$ cat config.mk
export PLATFORM = sky130hd
export DESIGN_NAME = if_id_skid_reg
export DESIGN_NICKNAME = d
export VERILOG_FILES = /design/src/rtl/if_id_skid_reg.sv
export SDC_FILE = /design/constraint.sdc
export NUM_CORES = 1
export LEC_CHECK = 0
export BUFFER_PORTS_ARGS = -buffer_cell sky130_fd_sc_hd__buf_2
export CAP_MARGIN = 0
export CORE_ASPECT_RATIO = 0.9
export CORE_UTILIZATION = 52
export DETAILED_ROUTE_END_ITERATION = 7
export PLACE_DENSITY = 0.79
export SYNTH_ARGS = -nofsm -noshare
export SYNTH_HDL_FRONTEND = slang
export SYNTH_SLANG_ARGS = --single-unit
$ cat constraint.sdc
create_clock -name clk -period 10.1 [get_ports clk]
set_input_delay 2.525 -clock clk [delete_from_list [all_inputs] [get_ports clk]]
set_output_delay 2.525 -clock clk [all_outputs]
set_load 0.02 [all_outputs]
$ cat src/rtl/if_id_skid_reg.sv
// if_id_skid_reg: IF/ID pipeline register with valid/ready handshake, two-entry skid buffer,
// bubble-inserting flush and a saturating stall-cycle counter.
module if_id_skid_reg #(
    parameter int DATA_WIDTH = 32,
    parameter logic [DATA_WIDTH-1:0] NOP_INSTR = DATA_WIDTH'(32'h0000_0013),
    parameter int CNT_WIDTH = 16
) (
    input  logic                  clk,
    input  logic                  rst,
    input  logic                  flush,
    input  logic                  in_valid,
    output logic                  in_ready,
    input  logic [DATA_WIDTH-1:0] dout,
    input  logic [DATA_WIDTH-1:0] pc,
    input  logic [DATA_WIDTH-1:0] pc_plus4,
    input  logic                  pred_taken,
    output logic                  out_valid,
    input  logic                  out_ready,
    output logic [DATA_WIDTH-1:0] instr_d,
    output logic [DATA_WIDTH-1:0] pc_d,
    output logic [DATA_WIDTH-1:0] pc_plus4_d,
    output logic                  pred_taken_d,
    output logic [CNT_WIDTH-1:0]  stall_cnt
);
    localparam int PW = 3 * DATA_WIDTH + 1;
    localparam logic [PW-1:0] NOP_PL = {NOP_INSTR, {(2 * DATA_WIDTH + 1){1'b0}}};

    typedef enum logic [1:0] {EMPTY, ONE, TWO} state_t;

    state_t                state_q, state_d;
    logic [PW-1:0]         main_q, main_d, skid_q, skid_d;
    logic [CNT_WIDTH-1:0]  stall_q, stall_d;
    logic [PW-1:0]         in_pl;
    logic                  in_fire, out_fire;

    assign in_pl     = {dout, pc, pc_plus4, pred_taken};
    assign in_ready  = state_q != TWO;
    assign out_valid = state_q != EMPTY;
    assign in_fire   = in_valid & in_ready;
    assign out_fire  = out_valid & out_ready;
    assign {instr_d, pc_d, pc_plus4_d, pred_taken_d} = main_q;
    assign stall_cnt = stall_q;

    always_comb begin
        state_d = state_q;
        main_d  = main_q;
        skid_d  = skid_q;
        if (flush) begin
            state_d = EMPTY;
            main_d  = NOP_PL;
            skid_d  = NOP_PL;
        end else begin
            case (state_q)
                EMPTY: if (in_fire) begin
                    main_d  = in_pl;
                    state_d = ONE;
                end
                ONE: if (in_fire && out_fire) begin
                    main_d = in_pl;
                end else if (out_fire) begin
                    main_d  = NOP_PL;
                    state_d = EMPTY;
                end else if (in_fire) begin
                    skid_d  = in_pl;
                    state_d = TWO;
                end
                TWO: if (out_fire) begin
                    main_d  = skid_q;
                    skid_d  = NOP_PL;
                    state_d = ONE;
                end
                default: begin
                    state_d = EMPTY;
                    main_d  = NOP_PL;
                    skid_d  = NOP_PL;
                end
            endcase
        end
        // Counts stalls even across flush-free holds; saturates instead of wrapping
        stall_d = (out_valid && !out_ready && !flush && stall_q != '1) ? stall_q + CNT_WIDTH'(1) : stall_q;
    end

    always_ff @(posedge clk or posedge rst) begin
        if (rst) begin
            state_q <= EMPTY;
            main_q  <= NOP_PL;
            skid_q  <= NOP_PL;
            stall_q <= '0;
        end else begin
            state_q <= state_d;
            main_q  <= main_d;
            skid_q  <= skid_d;
            stall_q <= stall_d;
        end
    end
endmodule

==> tab_implementation.tex, run 1 <==
\begin{tabular}{lr}
\hline
Metric & Value \\
\hline
\multicolumn{2}{l}{\textbf{Power and ir drop}} \\
\quad Sw Pwr & roughly 560 uW \\
\quad Standby leakage power & between 5 and 6 nW \\
\quad Sequential share of power & between 40\% and 50\% \\
\quad Switching power share of the total & roughly 27\% \\
\quad Largest voltage drop on the vdd net & roughly 0.11 mV \\
\quad Share of total power in the clock network & 39.5\% \\
\quad Portion of total power attributed to combinational logic & between 10\% and 20\% \\
\quad Pwr Density & 181 nW/um\^{}2 \\
\quad Cell Int Power & 1.51 mW \\
\multicolumn{2}{l}{\textbf{Floorplan}} \\
\quad Die outline height & 130 um \\
\quad Floorplan core area & approximately 18000 um\^{}2 \\
\quad Number of top-level pins & between 200 and 250 \\
\quad Row Count & 46 \\
\quad Die Span X & approximately 140 um \\
\quad Die Footprint & 18800 um\^{}2 \\
\quad Initial Utilization & between 50\% and 60\% \\
\multicolumn{2}{l}{\textbf{Yosys}} \\
\quad Mean cell area of the mapped netlist & between 10 and 15 um\^{}2 \\
\quad Fraction of the yosys area taken by sequential cells & around 56\% \\
\quad Mapped Cells & around 850 \\
\quad Cell accounting for the most synthesized area & dfrtp\_1 \\
\quad Most common cell in the netlist & dfrtp\_1 \\
\quad Predominant post-synthesis flop cell & dfrtp\_1 \\
\quad Top cells by area, synth & dfrtp\_1 (54\%), mux2i\_1 (9.9\%), o2bb2ai\_1 (8.7\%) \\
\quad Count of flip-flops with a built-in enable after synthesis & 0 \\
\quad Most instantiated cells after synthesis & dfrtp\_1 (206), nand2\_1 (103), inv\_1 (100) \\
\quad Syn\_nets & 950 \\
\quad Synth Register Bits & 212 \\
\quad Mapped cell area & 9520 um\^{}2 \\
\quad Share of async-settable or async-resettable flops after synthesis & 100\% \\
\quad Distinct cell type count after synthesis & 43 \\
\quad Number of warnings printed during yosys synthesis & 0 \\
\quad Share of Yosys cell area claimed by the top area cell type & between 50\% and 60\% \\
\multicolumn{2}{l}{\textbf{Layout}} \\
\quad Number of nets in the layout & 1136 \\
\quad Area growth from synthesis to layout & 19.9\% \\
\quad Final Non-Filler Cells & roughly 1300 \\
\quad Fraction of layout cells with a size suffix above 1 & 27.4\% \\
\multicolumn{2}{l}{\textbf{Detailed routing}} \\
\quad Number of vias per cell & 5.61 \\
\quad Drt first-iter violations & around 600 \\
\quad Vias after detailed routing & roughly 7200 \\
\quad Average wire length per cell after detail routing & 17.9 um \\
\quad Highest signal layer in the routed design & met5 \\
\quad Total met3 wirelength after detailed routing & $\sim$1.7 mm \\
\quad Routed metal-1 wirelength & between 10 and 15 mm \\
\quad Length of routed met2 wiring & 10.4 mm \\
\quad Routed wire length & between 20 and 25 mm \\
\quad Post-route antenna net violation count & 0 \\
\quad DR DRC count & 0 \\
\quad Initial DRT Pass Iterations & 4 \\
\multicolumn{2}{l}{\textbf{Global route}} \\
\quad Total grt overflow & 0 \\
\quad Global-route wire length before repair & 36.6 mm \\
\quad Pin count of the biggest net entering global routing & $\sim$150 \\
\quad Overall routing resource usage & 24.7\% \\
\quad Initial antenna violation count & 2 \\
\quad Vias in the first global route & a little under 7000 \\
\multicolumn{2}{l}{\textbf{Timing}} \\
\quad Fin worst setup slack & slightly above 5000 ps \\
\quad Transition time at the pin with the least slew margin & 1150 ps \\
\quad Maximum frequency from static timing analysis & a little over 200 MHz \\
\quad Setup repair after global routing missed its margin & no \\
\quad Worst Hold Slack & 482 ps \\
\quad Final setup violation count & 0 \\
\quad Worst clock skew & a little over 5 ps \\
\quad Count of endpoints failing hold in the final timing report & 0 \\
\quad Final Cycle Share & between 40\% and 50\% \\
\quad Worst slew margin relative to its limit & 23.1\% \\
\quad Max-slew violation total from the final report & 0 \\
\quad Aggregate negative setup slack & 0 ps \\
\quad Time the final worst path needs with I/O delays and setup & roughly 4900 ps \\
\multicolumn{2}{l}{\textbf{Clocking}} \\
\quad Source-to-sink clock delay at the later pin of the worst-skew pair & slightly below 500 ps \\
\quad H-tree depth reported by CTS & 1 \\
\quad CTS Buf Count & 23 \\
\quad Clock-pin transition on the worst setup and hold timing paths & roughly 60 ps \\
\quad Maximum root-to-sink buffer count & 3 \\
\quad Post-CTS repair timing setup buffer count & 0 \\
\quad Number of gates resized after cts & 0 \\
\quad TritonCTS clock tree & yes \\
\quad CTS Hold Buffers Added & 0 \\
\quad Clk sink count & approximately 210 \\
\quad Library cell used as clock root buffer & clkbuf\_16 \\
\multicolumn{2}{l}{\textbf{Outcome}} \\
\quad Status & finished, final reports clean \\
\multicolumn{2}{l}{\textbf{Placed design}} \\
\quad Worst slack at placement & around 5000 ps \\
\quad Routability Congestion & 0.825 \\
\quad DPL Wire Length & $\sim$14 mm \\
\quad Count of placed standard cells including taps & 1248 \\
\quad Count of input and output buffers & 216 \\
\multicolumn{2}{l}{\textbf{Hold path}} \\
\quad Class of the worst hold path & reg -> reg \\
\multicolumn{2}{l}{\textbf{Worst setup path}} \\
\quad Type of the setup path with the least slack & reg -> out \\
\quad Worst Path Max Fanout & 45 \\
\quad Startpoint class of the critical path & register \\
\quad CP Capture Type & output port \\
\quad Data arrival time of the critical path & approximately 2400 ps \\
\quad Required arrival time at the worst endpoint & roughly 7600 ps \\
\multicolumn{2}{l}{\textbf{Flow run}} \\
\quad Reported max-cap violation count & 0 \\
\hline
\end{tabular}
[sequential cells by signal, indices dropped and copies added, names as in the netlist]
name,cells
skid_q,97
main_q,97
stall_cnt,16
state_q,2
[power by group through the flow]
stage | Sequential, mW | Combinational, mW | Clock [mW]
3_5_place_dp | 0.962 | 0.302 | 0
5_1_grt | 0.957 | 0.329 | 0.862
4_1_cts | 0.949 | 0.303 | 0.832
3_3_place_gp | 0.961 | 0.297 | 0
2_1_floorplan | 1.00 | 0.156 | 0
6_report | 0.950 | 0.300 | 0.816
[cells by family (layout without fill, tap and decap cells)]
| kind of cell | after synthesis | in the layout | share of synthesized area, % |
|---|---|---|---|
| AOI/OAI and AO/OA | 204 | 204 | 17.4 |
| xor gates and xnor gates | 11 | 11 | 1.01 |
| adders and majority gates | 1 | 1 | 0.131 |
| buffers and inverters | 164 | 364 | 7.40 |
| DFF | 212 | 212 | 55.8 |
| muxes | 103 | 103 | 11.0 |
| other | 0 | 1 | 0 |
| and+or+nand+nor | 152 | 152 | 7.25 |
[worst max-delay path, stage by stage (launching register included)]
cell and delay, ps:
dfrtp_1 570, nor2b_4 1000, inv_1 140, buf_2 220
[area by class of cell]
type / instances / area [um^2]
Fill cell: 1416 / 6370
Clock buffer: 36 / 694
Timing Repair Buffer: 225 / 1150
Multi-Input combinational cell: 471 / 3530
Tap cell: 240 / 300
Clock inverter: 3 / 40.0
Sequential cell: 212 / 5310
Antenna cell: 1 / 2.50
Inverter: 100 / 383
[path summary, 6_finish.rpt]
kind,cells past startpoint,from,slack [ps],to
hold / removal,1,main_q[47],480,main_q[47]
min in group asynchronous,2,rst,2270,skid_q[28]
setup reg to reg,4,state_q[1],7230,skid_q[65]
hold reg to reg,1,main_q[47],480,main_q[47]
max in group asynchronous,3,rst,6420,skid_q[36]
setup / recovery,3,state_q[1],5150,in_ready
[per-layer routing]
layer  up-vias  GRT usage (%)
li1       3364              -
met1      3580           36.4
met2       243           37.5
met3        32           5.32
met4         4           5.63
met5         -              0
[cells in the final DEF (no fill, tap or decap), drive strengths merged, types with 3 or more instances in the layout]
cell type and n:
buf 225, dfrtp 206, nand2 103, inv 100
mux2i 94, a22oi 94, o2bb2ai 94, clkbuf 36
nor2 13, mux2 9, xor2 8, nor3 7
dfstp 6, nand3 5, o21ai 5, nor4 5
nand4 4, or3 3, xnor2 3, o32a 3
[per-stage QoR]
stage	total power [mW]	util, %	area (um^2)
floorplan	1.16	-	9520
global placement	1.26	60.0	10700
detailed placement	1.26	60.0	10700
CTS	2.08	64.2	11400
global route	2.15	64.2	11400
finish	2.07	64.2	11400
Note: power is estimated with default switching activity, not from simulation.
==> run 2: changes to the inputs <==
- CORE_UTILIZATION: 52 -> 49
- PLACE_DENSITY: 0.79 -> 0.78
- clock period: 10.1 -> 4.06 ns (I/O delays scaled with it)
==> run 2 against run 1 <==
Sequential power rose by 150%. Clock-buffer cell count fell by 1. Worst hold slack got worse by 1.4 ps. Utilization fell by 2.8 points. Worst setup slack got worse by 4000 ps. Final area rose by 0.52%. Cell count rose by 0.78%. Clock power rose by 140%. Global-route usage fell by 0.96 points. Clock skew rose by 8.0 ps.
==> tab_implementation.tex, run 2 (same netlist as run 1, synthesis figures left out) <==
\begin{tabular}{lr}
\hline
Metric & Value \\
\hline
\multicolumn{2}{l}{\textbf{Worst setup path}} \\
\quad Launching point of the worst reg2reg path & state\_q[0] \\
\quad Endpoint of the most critical setup path & main\_q[48] \\
\quad Startpoint class of the critical path & input pin \\
\quad Largest stage delay on the critical path & roughly 940 ps \\
\quad Type of the setup path with the least slack & in -> reg \\
\quad Data arrival time of the critical path & 3310 ps \\
\quad Reg2reg path depth & 5 \\
\quad Family with the most delay on the worst path & simple AND/OR/NAND/NOR gates \\
\quad Required arrival time at the worst endpoint & roughly 4500 ps \\
\quad Setup crit start & out\_ready \\
\quad Worst reg2reg endpoint & main\_q[48] \\
\quad Cells along the critical path & buf\_2, a21boi\_1, nor2\_4, buf\_4, a22oi\_1, o2bb2ai\_1 \\
\quad Worst Path Max Fanout & between 40 and 50 \\
\quad Worst reg2reg setup slack & roughly 1300 ps \\
\quad CP Capture Type & register \\
\quad Slowest cell on the critical path & nor2\_4 \\
\quad Count of buffer and inverter cells on the critical path & 2 \\
\quad Crit path depth & 6 \\
\multicolumn{2}{l}{\textbf{Timing}} \\
\quad Final Cycle Share & a little under three quarters \\
\quad Count of endpoints failing hold in the final timing report & 0 \\
\quad Max-slew violation total from the final report & 0 \\
\quad Worst slew margin relative to its limit & between 10\% and 20\% \\
\quad Fin worst setup slack & about 1200 ps \\
\quad Setup repair after global routing missed its margin & no \\
\quad Worst clock skew & 13.1 ps \\
\quad Transition time at the pin with the least slew margin & roughly 1200 ps \\
\quad Maximum frequency from static timing analysis & approximately 350 MHz \\
\quad Time the final worst path needs with I/O delays and setup & 2880 ps \\
\quad Aggregate negative setup slack & 0 ps \\
\quad Final setup violation count & 0 \\
\multicolumn{2}{l}{\textbf{Placed design}} \\
\quad Routability Congestion & approximately 0.77 \\
\quad DPL Wire Length & approximately 14 mm \\
\quad Count of input and output buffers & about 220 \\
\quad Worst slack at placement & 692 ps \\
\multicolumn{2}{l}{\textbf{Power and ir drop}} \\
\quad Pwr Density & between 400 and 500 nW/um\^{}2 \\
\quad Standby leakage power & approximately 5.6 nW \\
\quad Largest voltage drop on the vdd net & approximately 0.33 mV \\
\quad Total power draw & approximately 5 mW \\
\multicolumn{2}{l}{\textbf{Layout}} \\
\quad Most used cells in the layout excluding fill and tap cells & buf\_2 (216), dfrtp\_1 (206), nand2\_1 (103) \\
\quad Fill cell count & 1513 \\
\quad Fraction of layout cells with a size suffix above 1 & approximately 28\% \\
\quad Number of nets in the layout & around 1100 \\
\quad Most common library cell in the layout ignoring fill and taps & buf\_2 \\
\quad Area growth from synthesis to layout & 20.6\% \\
\multicolumn{2}{l}{\textbf{Clocking}} \\
\quad Number of gates resized after cts & 0 \\
\quad CTS Hold Buffers Added & 0 \\
\quad Clk sink count & $\sim$210 \\
\quad Post-CTS repair timing setup buffer count & 0 \\
\quad Maximum root-to-sink buffer count & 3 \\
\quad TritonCTS clock tree & yes \\
\quad H-tree depth reported by CTS & 1 \\
\quad Source-to-sink clock delay at the later pin of the worst-skew pair & 510 ps \\
\quad CTS Buf Count & 23 \\
\quad Clock-pin transition on the worst setup and hold timing paths & around 60 ps \\
\quad Library cell used as clock root buffer & clkbuf\_16 \\
\multicolumn{2}{l}{\textbf{Global route}} \\
\quad Global-route wire length before repair & roughly 38 mm \\
\quad Total grt overflow & 0 \\
\quad Overall routing resource usage & a little under a quarter \\
\quad Initial antenna violation count & 2 \\
\quad Pin count of the biggest net entering global routing & 98 \\
\quad Vias in the first global route & approximately 7400 \\
\multicolumn{2}{l}{\textbf{Floorplan}} \\
\quad Die Footprint & $\sim$20000 um\^{}2 \\
\quad Die outline height & approximately 130 um \\
\quad Floorplan core area & roughly 19000 um\^{}2 \\
\quad Number of top-level pins & 217 \\
\quad Row Count & 47 \\
\quad Initial Utilization & approximately 50\% \\
\quad Die Span X & around 150 um \\
\multicolumn{2}{l}{\textbf{Detailed routing}} \\
\quad Post-route antenna net violation count & 0 \\
\quad Length of routed met2 wiring & 10.9 mm \\
\quad Highest signal layer in the routed design & met5 \\
\quad Number of vias per cell & between 5 and 6 \\
\quad Routed metal-1 wirelength & $\sim$11 mm \\
\quad Vias after detailed routing & 7304 \\
\quad DR DRC count & 0 \\
\quad Routed wire length & about 24 mm \\
\quad Total met3 wirelength after detailed routing & between 1.5 and 2 mm \\
\quad Average wire length per cell after detail routing & $\sim$18 um \\
\quad Initial DRT Pass Iterations & 5 \\
\quad Drt first-iter violations & 392 \\
\multicolumn{2}{l}{\textbf{Hold path}} \\
\quad Class of the worst hold path & reg -> reg \\
\multicolumn{2}{l}{\textbf{Outcome}} \\
\quad Status & finished, final reports clean \\
\multicolumn{2}{l}{\textbf{Flow run}} \\
\quad Reported max-cap violation count & 0 \\
\hline
\end{tabular}
[run 2: cell types whose count changed in the layout (fill, tap and decap cells not counted), sizes merged]
cell,before,now
buf,225,228
clkinv,2,4
bufinv,1,0
clkbuf,36,35
clkinvlp,0,1
inv,100,101
[run 2: per-stage QoR]
stage | area, um^2 | utilization (%) | cells | hold WS (ps)
2_1_floorplan | 9520 | - | 847 | 498
3_3_place_gp | 10800 | 57.5 | 1256 | 466
3_5_place_dp | 10800 | 57.5 | 1256 | 468
4_1_cts | 11500 | 61.3 | 1297 | 487
5_1_grt | 11500 | 61.3 | 1298 | 498
6_report | 11500 | 61.3 | 1298 | 481
[run 2: report_power, final]
group / internal (mW) / switching, mW
clock network: 1.16 / 0.835
logic: 0.275 / 0.481
registers: 2.26 / 0.105
[run 2: worst min-delay path by stage]
stage | startpoint | endpoint | slack [ps] | cells after the start
2_1_floorplan | skid_q[0] | skid_q[0] | 500 | 2
3_3_place_gp | main_q[34] | main_q[34] | 470 | 1
3_5_place_dp | main_q[44] | main_q[44] | 470 | 1
4_1_cts | main_q[44] | main_q[44] | 490 | 1
5_1_grt | main_q[64] | main_q[64] | 500 | 1
6_report | main_q[44] | main_q[44] | 480 | 1
[run 2: cell type report]
cell class / count / area [um^2] / share of cell area, %
sequential: 212 / 5310 / 46.3
multi-input combinational: 471 / 3530 / 30.8
timing repair buffer: 228 / 1220 / 10.6
clock buffer: 35 / 681 / 5.93
inverter: 100 / 379 / 3.30
tap: 245 / 307 / 2.67
clock inverter: 6 / 37.5 / 0.327
antenna: 1 / 2.50 / 0.0218
[run 2: worst reg2reg max path, stage by stage (launching register included)]
cell and delay, ps:
dfrtp_1 470, a21boi_1 230, nor2_4 940, buf_4 640, a22oi_1 210, o2bb2ai_1 200
[run 2: routing by layer]
metal,track usage [%],up-vias
met5,0,-
met4,5.27,2
met3,4.22,35
met2,38.0,267
met1,33.8,3643
li1,-,3357
==> run 3: changes to the inputs <==
- CORE_UTILIZATION: 49 -> 52
- PLACE_DENSITY: 0.78 -> 0.79
- clock period: 4.06 -> 2.8 ns (I/O delays scaled with it)
==> run 3 against run 2 <==
Via count is 0.94% higher. Total power increased by 50%. First-iteration DRC count is the same. Critical endpoint is now main_q[8]. Largest cell class unchanged.
==> tab_implementation.tex, run 3 (same netlist as run 1, synthesis figures left out) <==
\begin{tabular}{lr}
\hline
Metric & Value \\
\hline
\multicolumn{2}{l}{\textbf{Outcome}} \\
\quad Status & finished, final reports clean \\
\multicolumn{2}{l}{\textbf{Detailed routing}} \\
\quad Routed wire length & around 24 mm \\
\quad DR DRC count & 0 \\
\quad Initial DRT Pass Iterations & 5 \\
\quad Vias after detailed routing & about 7400 \\
\quad Post-route antenna net violation count & 0 \\
\quad Drt first-iter violations & 392 \\
\quad Average wire length per cell after detail routing & approximately 18 um \\
\quad Number of vias per cell & about 5.7 \\
\multicolumn{2}{l}{\textbf{Floorplan}} \\
\quad Die outline height & around 130 um \\
\quad Number of top-level pins & $\sim$220 \\
\quad Initial Utilization & a little over half \\
\quad Row Count & 46 \\
\quad Die Footprint & about 19000 um\^{}2 \\
\quad Floorplan core area & between 15000 and 20000 um\^{}2 \\
\quad Die Span X & about 140 um \\
\multicolumn{2}{l}{\textbf{Worst setup path}} \\
\quad Data arrival time of the critical path & between 2000 and 3000 ps \\
\quad Required arrival time at the worst endpoint & around 3200 ps \\
\quad Endpoint of the most critical setup path & main\_q[8] \\
\quad Count of buffer and inverter cells on the critical path & 1 \\
\quad Crit path depth & 5 \\
\quad Worst reg2reg endpoint & main\_q[8] \\
\quad Type of the setup path with the least slack & reg -> reg \\
\quad Setup crit start & state\_q[0] \\
\quad Largest stage delay on the critical path & approximately 820 ps \\
\quad Slowest cell on the critical path & nor2\_4 \\
\quad Worst reg2reg setup slack & 510 ps \\
\quad CP Capture Type & register \\
\quad Family with the most delay on the worst path & simple AND/OR/NAND/NOR gates \\
\quad Launching point of the worst reg2reg path & state\_q[0] \\
\quad Startpoint class of the critical path & register \\
\quad Cells along the critical path & a21boi\_1, nor2\_4, buf\_4, a22oi\_1, o2bb2ai\_1 \\
\quad Reg2reg path depth & 5 \\
\quad Worst Path Max Fanout & 40 \\
\multicolumn{2}{l}{\textbf{Power and ir drop}} \\
\quad Standby leakage power & about 5.7 nW \\
\quad Largest voltage drop on the vdd net & approximately 0.50 mV \\
\quad Pwr Density & $\sim$660 nW/um\^{}2 \\
\multicolumn{2}{l}{\textbf{Global route}} \\
\quad Pin count of the biggest net entering global routing & 65 \\
\quad Overall routing resource usage & 25.4\% \\
\quad Global-route met2 utilization & 40.8\% \\
\quad Vias in the first global route & roughly 7300 \\
\quad Met3 capacity usage during global routing & under 10\% \\
\quad Global-route layer with the greatest usage & met2 \\
\quad Global-route wire length before repair & roughly 38 mm \\
\quad Initial antenna violation count & 2 \\
\quad Total grt overflow & 0 \\
\quad Global-route met1 utilization & 35.4\% \\
\multicolumn{2}{l}{\textbf{Timing}} \\
\quad Maximum frequency from static timing analysis & 436 MHz \\
\quad Worst slew margin relative to its limit & roughly 30\% \\
\quad Final setup violation count & 0 \\
\quad Max-slew violation total from the final report & 0 \\
\quad Worst Hold Slack & 302 ps \\
\quad Aggregate negative setup slack & 0 ps \\
\quad Transition time at the pin with the least slew margin & approximately 1100 ps \\
\quad Count of endpoints failing hold in the final timing report & 0 \\
\quad Time the final worst path needs with I/O delays and setup & 2290 ps \\
\quad Final Cycle Share & between 80\% and 90\% \\
\quad Setup repair after global routing missed its margin & no \\
\quad Worst clock skew & between 10 and 15 ps \\
\multicolumn{2}{l}{\textbf{Placed design}} \\
\quad Count of input and output buffers & 216 \\
\quad DPL Wire Length & 15.2 mm \\
\quad Routability Congestion & just over 0.8 \\
\multicolumn{2}{l}{\textbf{Clocking}} \\
\quad Post-CTS repair timing setup buffer count & 0 \\
\quad CTS Buf Count & 23 \\
\quad Number of gates resized after cts & 0 \\
\quad Source-to-sink clock delay at the later pin of the worst-skew pair & just under 500 ps \\
\quad Clock-pin transition on the worst setup and hold timing paths & 60 ps \\
\quad H-tree depth reported by CTS & 1 \\
\quad TritonCTS clock tree & yes \\
\quad CTS Hold Buffers Added & 0 \\
\quad Maximum root-to-sink buffer count & 3 \\
\quad Library cell used as clock root buffer & clkbuf\_16 \\
\quad Clk sink count & between 200 and 250 \\
\multicolumn{2}{l}{\textbf{Layout}} \\
\quad Area growth from synthesis to layout & 22.3\% \\
\quad Most used cells in the layout excluding fill and tap cells & buf\_2 (216), dfrtp\_1 (206), nand2\_1 (103) \\
\quad Fraction of layout cells with a size suffix above 1 & 28.3\% \\
\quad Most common library cell in the layout ignoring fill and taps & buf\_2 \\
\quad Number of nets in the layout & 1146 \\
\multicolumn{2}{l}{\textbf{Flow run}} \\
\quad Reported max-cap violation count & 0 \\
\multicolumn{2}{l}{\textbf{Hold path}} \\
\quad Class of the worst hold path & in -> async \\
\hline
\end{tabular}
-- run 3: changes by cell type in the layout (fill, tap and decap cells not counted) --
cell       change
buf_4          +2
clkinv_2       +1
inv_6          -2
clkbuf_8       -2
bufinv_16      +3
buf_12         +5
inv_8          +1
diode_2        +1
clkbuf_1       -1
-- run 3: metal layers --
| metal | vias up | wire [um] |
|---|---|---|
| met3 | 35 | 1600 |
| li1 | 3371 | - |
| met2 | 274 | 11200 |
| met4 | 0 | 485 |
| met5 | - | 0 |
| met1 | 3693 | 10500 |
-- run 3: worst reg2reg max path, stage by stage (launching register included) --
cell and delay [ps]:
dfrtp_1 490, a21boi_1 230, nor2_4 820, buf_4 400, a22oi_1 100, o2bb2ai_1 170
-- run 3: metrics by stage --
stage          cells  utilization, %  setup slack, ps  power (mW)  cell area [um^2]
2_1_floorplan    847               -             -651        4.17              9520
3_3_place_gp    1258            61.1              322        4.57             10900
3_5_place_dp    1258            61.1              228        4.60             10900
4_1_cts         1299            65.4              514        7.72             11600
5_1_grt         1300            65.4              327        7.96             11600
6_report        1301            65.5              506        7.65             11600
-- run 3: how the worst min path moves through the flow --
stage                     cells after the start  slack, ps       start         end
after floorplan                               2        500   skid_q[0]   skid_q[0]
after global placement                        1        470  main_q[21]  main_q[21]
after detailed placement                      1        470  main_q[61]  main_q[61]
after CTS                                     2        310         rst  main_q[87]
after global routing                          2        340         rst  main_q[86]
final                                         2        300         rst  main_q[87]
-- run 3: layout make-up --
type	count	area [um^2]
Inverter	100	379
Clock inverter	9	126
Antenna cell	2	5.00
Clock buffer	32	649
Timing Repair Buffer	235	1340
Fill cell	1362	6140
Sequential cell	212	5310
Tap cell	240	300
Multi-Input combinational cell	471	3530
-- run 3: where the power goes --
part / internal (mW) / switching, mW
registers: 3.27 / 0.150
clock network: 1.90 / 1.20
logic: 0.417 / 0.707
